$ cat config.mk
export PLATFORM = sky130hd
export DESIGN_NAME = hdmi_iic_arbiter
export DESIGN_NICKNAME = d
export VERILOG_FILES = /design/src/rtl/hdmi_iic_arbiter.sv
export SDC_FILE = /design/constraint.sdc
export NUM_CORES = 1
export LEC_CHECK = 0
export ABC_AREA = 1
export BUFFER_PORTS_ARGS = -buffer_cell sky130_fd_sc_hd__buf_4
export CAP_MARGIN = 15
export CORE_MARGIN = 8
export CORE_UTILIZATION = 48
export CTS_BUF_LIST = sky130_fd_sc_hd__clkbuf_8
export DETAILED_ROUTE_END_ITERATION = 16
export GPL_TIMING_DRIVEN = 0
export PLACE_DENSITY = 0.89
export SYNTH_ARGS = -nofsm -noshare
export SYNTH_HDL_FRONTEND = slang
export SYNTH_SLANG_ARGS = --single-unit
$ cat constraint.sdc
create_clock -name clk -period 3.2 [get_ports clk]
set_input_delay 0.32 -clock clk [delete_from_list [all_inputs] [get_ports clk]]
set_output_delay 0.32 -clock clk [all_outputs]
set_load 0.005 [all_outputs]
$ cat src/rtl/hdmi_iic_arbiter.sv
// I2C hub for the HDMI front end: sequences controller resets and
// arbitrates their byte transactions onto one shared master driver.
module hdmi_iic_arbiter #(
  parameter int CH_NUM      = 2,
  parameter int ADDR_W      = 16,
  parameter int SEQ_MODE    = 1,
  parameter int TIMEOUT_CYC = 1023
) (
  input  logic                     clk,
  input  logic                     rst_n,
  input  logic [CH_NUM-1:0]        req_trig,
  input  logic [CH_NUM-1:0]        req_w_r,
  input  logic [8*CH_NUM-1:0]      req_dev_id,
  input  logic [ADDR_W*CH_NUM-1:0] req_addr,
  input  logic [8*CH_NUM-1:0]      req_data,
  input  logic [CH_NUM-1:0]        ch_init_over,
  output logic [CH_NUM-1:0]        ch_rstn,
  output logic [CH_NUM-1:0]        ch_busy,
  output logic [CH_NUM-1:0]        ch_byte_over,
  output logic [8*CH_NUM-1:0]      ch_data_out,
  output logic                     all_init_over,
  output logic [CH_NUM-1:0]        timeout_err,
  output logic                     m_trig,
  output logic                     m_w_r,
  output logic [7:0]               m_dev_id,
  output logic [ADDR_W-1:0]        m_addr,
  output logic [7:0]               m_data_in,
  input  logic                     m_busy,
  input  logic                     m_byte_over,
  input  logic [7:0]               m_data_out
);

  localparam int PW = (CH_NUM > 1) ? $clog2(CH_NUM) : 1;
  localparam int CW = ($clog2(TIMEOUT_CYC + 1) > 0) ?
                      $clog2(TIMEOUT_CYC + 1) : 1;

  typedef enum logic [1:0] {
    IDLE,
    WAIT_BUSY,
    WAIT_DONE
  } state_t;

  state_t              state;
  logic [PW-1:0]       ptr;
  logic [PW-1:0]       gnt;
  logic [CW-1:0]       cnt;
  logic [CH_NUM-1:0]   pending;
  logic [CH_NUM-1:0]   pend_clr;
  logic [CH_NUM-1:0]   rstn_nxt;
  logic                sel_found;
  logic [PW-1:0]       sel_idx;
  logic [PW-1:0]       cand;
  logic                tmo_hit;

  assign ch_busy = pending;
  assign tmo_hit = (cnt == CW'(TIMEOUT_CYC));

  // Round-robin: first pending channel strictly after the last grant.
  always_comb begin
    sel_found = 1'b0;
    sel_idx   = '0;
    cand      = '0;
    for (int i = 1; i <= CH_NUM; i++) begin
      cand = PW'((int'(ptr) + i) % CH_NUM);
      if (!sel_found && pending[cand]) begin
        sel_found = 1'b1;
        sel_idx   = cand;
      end
    end
  end

  always_comb begin
    pend_clr = '0;
    unique case (1'b1)
      (state == WAIT_BUSY): begin
        if (!m_busy && tmo_hit)
          pend_clr[gnt] = 1'b1;
      end
      (state == WAIT_DONE): begin
        if (!m_busy)
          pend_clr[gnt] = 1'b1;
      end
      default: ;
    endcase
  end

  always_comb begin
    rstn_nxt = '1;
    if (SEQ_MODE != 0) begin
      for (int k = 1; k < CH_NUM; k++)
        rstn_nxt[k] = ch_init_over[k-1];
    end
  end

  always_ff @(posedge clk or negedge rst_n) begin
    if (!rst_n) begin
      ch_rstn       <= '0;
      all_init_over <= 1'b0;
    end else begin
      ch_rstn       <= rstn_nxt;
      all_init_over <= &ch_init_over;
    end
  end

  // Set wins over clear so a retrigger at completion is not lost.
  always_ff @(posedge clk or negedge rst_n) begin
    if (!rst_n)
      pending <= '0;
    else
      pending <= (pending & ~pend_clr) | (req_trig & ch_rstn);
  end

  always_ff @(posedge clk or negedge rst_n) begin
    if (!rst_n) begin
      state        <= IDLE;
      ptr          <= PW'(CH_NUM - 1);
      gnt          <= '0;
      cnt          <= '0;
      m_trig       <= 1'b0;
      m_w_r        <= 1'b0;
      m_dev_id     <= '0;
      m_addr       <= '0;
      m_data_in    <= '0;
      ch_byte_over <= '0;
      ch_data_out  <= '0;
      timeout_err  <= '0;
    end else begin
      m_trig       <= 1'b0;
      ch_byte_over <= '0;
      unique case (state)
        IDLE: begin
          if (sel_found) begin
            gnt       <= sel_idx;
            ptr       <= sel_idx;
            cnt       <= '0;
            m_trig    <= 1'b1;
            m_w_r     <= req_w_r[sel_idx];
            m_dev_id  <= req_dev_id[8*int'(sel_idx) +: 8];
            m_addr    <= req_addr[ADDR_W*int'(sel_idx) +: ADDR_W];
            m_data_in <= req_data[8*int'(sel_idx) +: 8];
            state     <= WAIT_BUSY;
          end
        end
        WAIT_BUSY: begin
          if (m_busy) begin
            state <= WAIT_DONE;
          end else if (tmo_hit) begin
            timeout_err[gnt] <= 1'b1;
            state            <= IDLE;
          end else begin
            cnt <= cnt + 1'b1;
          end
        end
        WAIT_DONE: begin
          if (m_byte_over) begin
            ch_byte_over[gnt]              <= 1'b1;
            ch_data_out[8*int'(gnt) +: 8] <= m_data_out;
          end
          if (!m_busy)
            state <= IDLE;
        end
        default: state <= IDLE;
      endcase
    end
  end

endmodule
==> reports/summary.log <==
qor: job.timing.max_cap.violations 0
qor: setup_path.critical_path_top_delay_cell clkbuf_1
qor: layout.numnets_final 634
qor: clock_tree.htree_levels 3
qor: clock_tree.post_cts.repair.setup_buffers 0
qor: clock_tree.cts.clk_slew.worst_paths 0.08 ns
qor: synth.synth_cell_type_count 27
qor: layout.finalCoreUtilization 69.06%
qor: global_routing.global_route.usage.met3 5.517%
qor: global_routing.grt_pass1_vias 3452
qor: routing.drt_iter0_markers 207
qor: synth.synth.avg_cell_area 8.443 sq um
qor: run_status.run_status completed
qor: sta.timing.hold.ws 0.08296 ns
qor: global_routing.grt.met2_usage 36.05%
qor: global_routing.first_pass_grt_wire_length 16850 um
qor: setup_path.reg2regPathDepth 7
qor: clock_tree.inserted_clock_buffers 9
qor: layout.area_delta_synth_final 39.98%
qor: setup_path.path_class flop to flop
qor: routing.number_of_iterations_in_the_first_detailed_routing_pass 4
qor: synth.yosysWarningCount 0
qor: setup_path.register_to_register_setup_slack 1.29 ns
qor: clock_tree.clock_tree.root_cell clkbuf_8
qor: global_routing.grt_usage 21.05%
qor: routing.postRouteWirelength 9938 um
qor: die.row_count 30
qor: power.powerDensity 902.8 mW/mm^2
qor: power.power.ir.vdd_worst 540.1 uV
qor: global_routing.met1_usage 24.14%
qor: setup_path.timing.critical_path.arrival 2.16 ns
qor: sta.post-route-period-util 59.78%
qor: clock_tree.clk_path_buf_depth 2
qor: synth.synth_simple_gate_area_share 25.05%
qor: synth.syn-instance-count 397
qor: synth.synthAdderAreaFrac 1.493%
qor: min_path.hold_path.class input port to asynchronous set/reset pin
qor: synth.yosys_register_bits 73
qor: placed_design.io_buffers 140
qor: sta.timing_max_transition_violations_final 0
qor: clock_tree.cts_tree done
qor: synth.synth_top_family_by_area simple AND/OR/NAND/NOR gates
qor: sta.setup_repair_after_global_routing_missed_its_margin no
qor: setup_path.crit_path_cell_trace inv_1, ha_1, inv_1, nor2_1, clkbuf_1, nor2_1, a31oi_1
qor: placed_design.gpl.final_weighted_congestion 0.7806
qor: synth.synthArstFlopShare 100.0%
qor: global_routing.grt_overflow_total 0
qor: setup_path.endpoint_kind flop
qor: synth.ys_top_cells_by_count nand2_1 (128), dfrtp_1 (72), nor2_1 (46)
qor: routing.avgRoutedWirePerCell 15.36 um
qor: synth.sequential_fraction_of_the_synthesis_area 54.54%
qor: global_routing.grt_max_degree 74
qor: synth.synth_top_cells_by_area dfrtp_1 (54%), nand2_1 (14%), a31oi_1 (6.2%)
qor: routing.detailroute.via_count 3264
qor: clock_tree.hold_buffers 0
qor: die.initial_utilization 49.34%
qor: setup_path.crit_path_largest_cell_delay 0.46 ns
qor: clock_tree.cts-resized-gates 0
qor: sta.relSlewSlack 38.37%
qor: synth.syn_area 0.003352 sq mm
qor: routing.drt-vias-per-instance 5.045
qor: sta.worstMarginPinSlew 0.9245 ns
qor: synth.synth_top_area_cell dfrtp_1
qor: placed_design.dp.final_hpwl 7511 um
qor: synth.share_of_cell_area_taken_by_muxes_after_synthesis 0%
qor: routing.antenna_left 0
qor: sta.timing.clock.skew 0.01249 ns
qor: synth.yosys.cell_count.top_type nand2_1
qor: synth.synth-compound-area-share 12.47%
qor: power.power.static_leakage 2.347 nW
qor: setup_path.critical_path.max_fanout 10
qor: sta.timing_hold_violations_final 0
qor: sta.max_freq 0.5228 GHz
qor: die.die_height 99.57 um
qor: sta.timing.setup.tns 0 ns
qor: global_routing.grt_antenna_before_repair 0
qor: sta.setup-violations-final 0
qor: clock_tree.clk-insertion-delay-late 0.34 ns
qor: synth.synth_largest_type_area_fraction 53.75%
qor: die.design.core.area 0.006794 sq mm
qor: setup_path.timing.rr.start state[0]$_DFFE_PN0P_
qor: routing.detail_route.drc_violations 0
qor: setup_path.timing.critical_path.required 3.45 ns
qor: synth.synthXorXnorAreaFrac 0%
qor: die.io_pins 141
qor: synth.synth_nets 483
qor: global_routing.highest_utilization_routing_layer_at_the_global_route_stage met2
qor: synth.postSynth.topFlopCell dfrtp_1
qor: setup_path.critical_path.startpoint_type flop
qor: setup_path.reg_to_reg_critical_path_endpoint m_addr[3]$_DFFE_PN0P_
qor: die.dieArea 0.009913 sq mm
qor: die.horizontal_die_dimension 99.57 um
qor: sta.final_period_minus_worst_setup_slack 1.913 ns
qor: clock_tree.clock_sink_count 73
qor: layout.antenna_diode_count 0
qor: synth.synth-edff-count 0
qor: layout.share_of_layout_cells_above_drive_strength_1 31.94%
-- flip-flops by register name, summed over array words and instances, names as in the netlist, 2 cells and up --
register and cells:
ch_rstn 2, ch_busy 2, timeout_err 2, ch_byte_over 2
cnt 10, m_dev_id 8, m_addr 16, state 2
ch_data_out 16, m_data_in 8
-- cell families (layout without fill, tap and decap cells) --
| logic type | Yosys count | after routing |
|---|---|---|
| AO/OA/AOI/OAI | 67 | 67 |
| AND/OR/NAND/NOR | 202 | 202 |
| adder cells (fa/ha/maj) | 4 | 4 |
| flip-flops | 73 | 73 |
| other | 1 | 1 |
| buffers and inverters | 50 | 204 |
-- placed cells by master, fill, tap and decap left out --
cell,instances
a21oi_1,1
a31oi_1,33
buf_2,3
buf_4,140
buf_8,1
clkbuf_1,12
clkbuf_8,12
clkinv_1,1
clkinv_2,2
clkinvlp_4,1
conb_1,1
dfrtp_1,72
dfstp_2,1
ha_1,4
inv_1,32
nand2_1,128
nand2_2,4
nand3_1,13
nand3_4,1
nand3b_1,3
nand4_1,2
nor2_1,46
nor2_4,2
nor3_1,1
nor3_2,1
o21ai_0,24
o21ai_2,6
o21bai_1,2
o21bai_4,1
or2_2,1
-- report_power, final --
part,internal [mW],total [mW],leakage [nW],switching (mW)
Combinational,0.922,2.07,1.38,1.15
Sequential,1.31,1.53,0.881,0.219
Clock,0.313,0.642,0.0871,0.329
-- worst max-delay path by stage --
stage	slack [ns]	from	to	cells past startpoint
after floorplan	1.66	state[1]$_DFFE_PN0P_	cnt[5]$_DFFE_PN0P_	11
after global placement	1.37	state[0]$_DFFE_PN0P_	m_addr[13]$_DFFE_PN0P_	7
after detailed placement	1.34	state[0]$_DFFE_PN0P_	m_addr[3]$_DFFE_PN0P_	7
after CTS	1.31	state[0]$_DFFE_PN0P_	m_addr[3]$_DFFE_PN0P_	7
after global routing	1.07	state[1]$_DFFE_PN0P_	m_addr[7]$_DFFE_PN0P_	7
final	1.29	state[0]$_DFFE_PN0P_	m_addr[3]$_DFFE_PN0P_	7
-- metal layers --
metal / wire length (um) / share of wire, %
met1: 3825 / 38
met2: 5209 / 52
met3: 625 / 6.3
met4: 277 / 2.8
met5: 0 / 0
-- cell type report --
cell class,count,area (sq um)
fill,503,2102
sequential,73,1828
multi-input combinational,274,1311
timing repair buffer,140,1051
clock buffer,11,151.4
inverter,33,123.9
tap,96,120.1
buffer,17,88.84
clock inverter,3,17.52
-- critical path, delay by kind of cell (launching register included) --
family | cells | cell delay, ns
and+or+nand+nor | 2 | 0.40
DFF | 1 | 0.40
buffers and inverters | 3 | 0.64
adders and majority gates | 1 | 0.22
AOI/OAI and AO/OA | 1 | 0.18
-- per-stage QoR --
step                cell area, sq um  setup WS, ns  power, mW  std cells
floorplan                       3352         1.660      2.636        397
global placement                4523         1.368      3.525        633
detailed placement              4523         1.337      3.613        633
CTS                             4692         1.305      4.263        647
global route                    4692         1.074      4.607        647
finish                          4692         1.287      4.236        647
(Power assumes the default switching activity.)
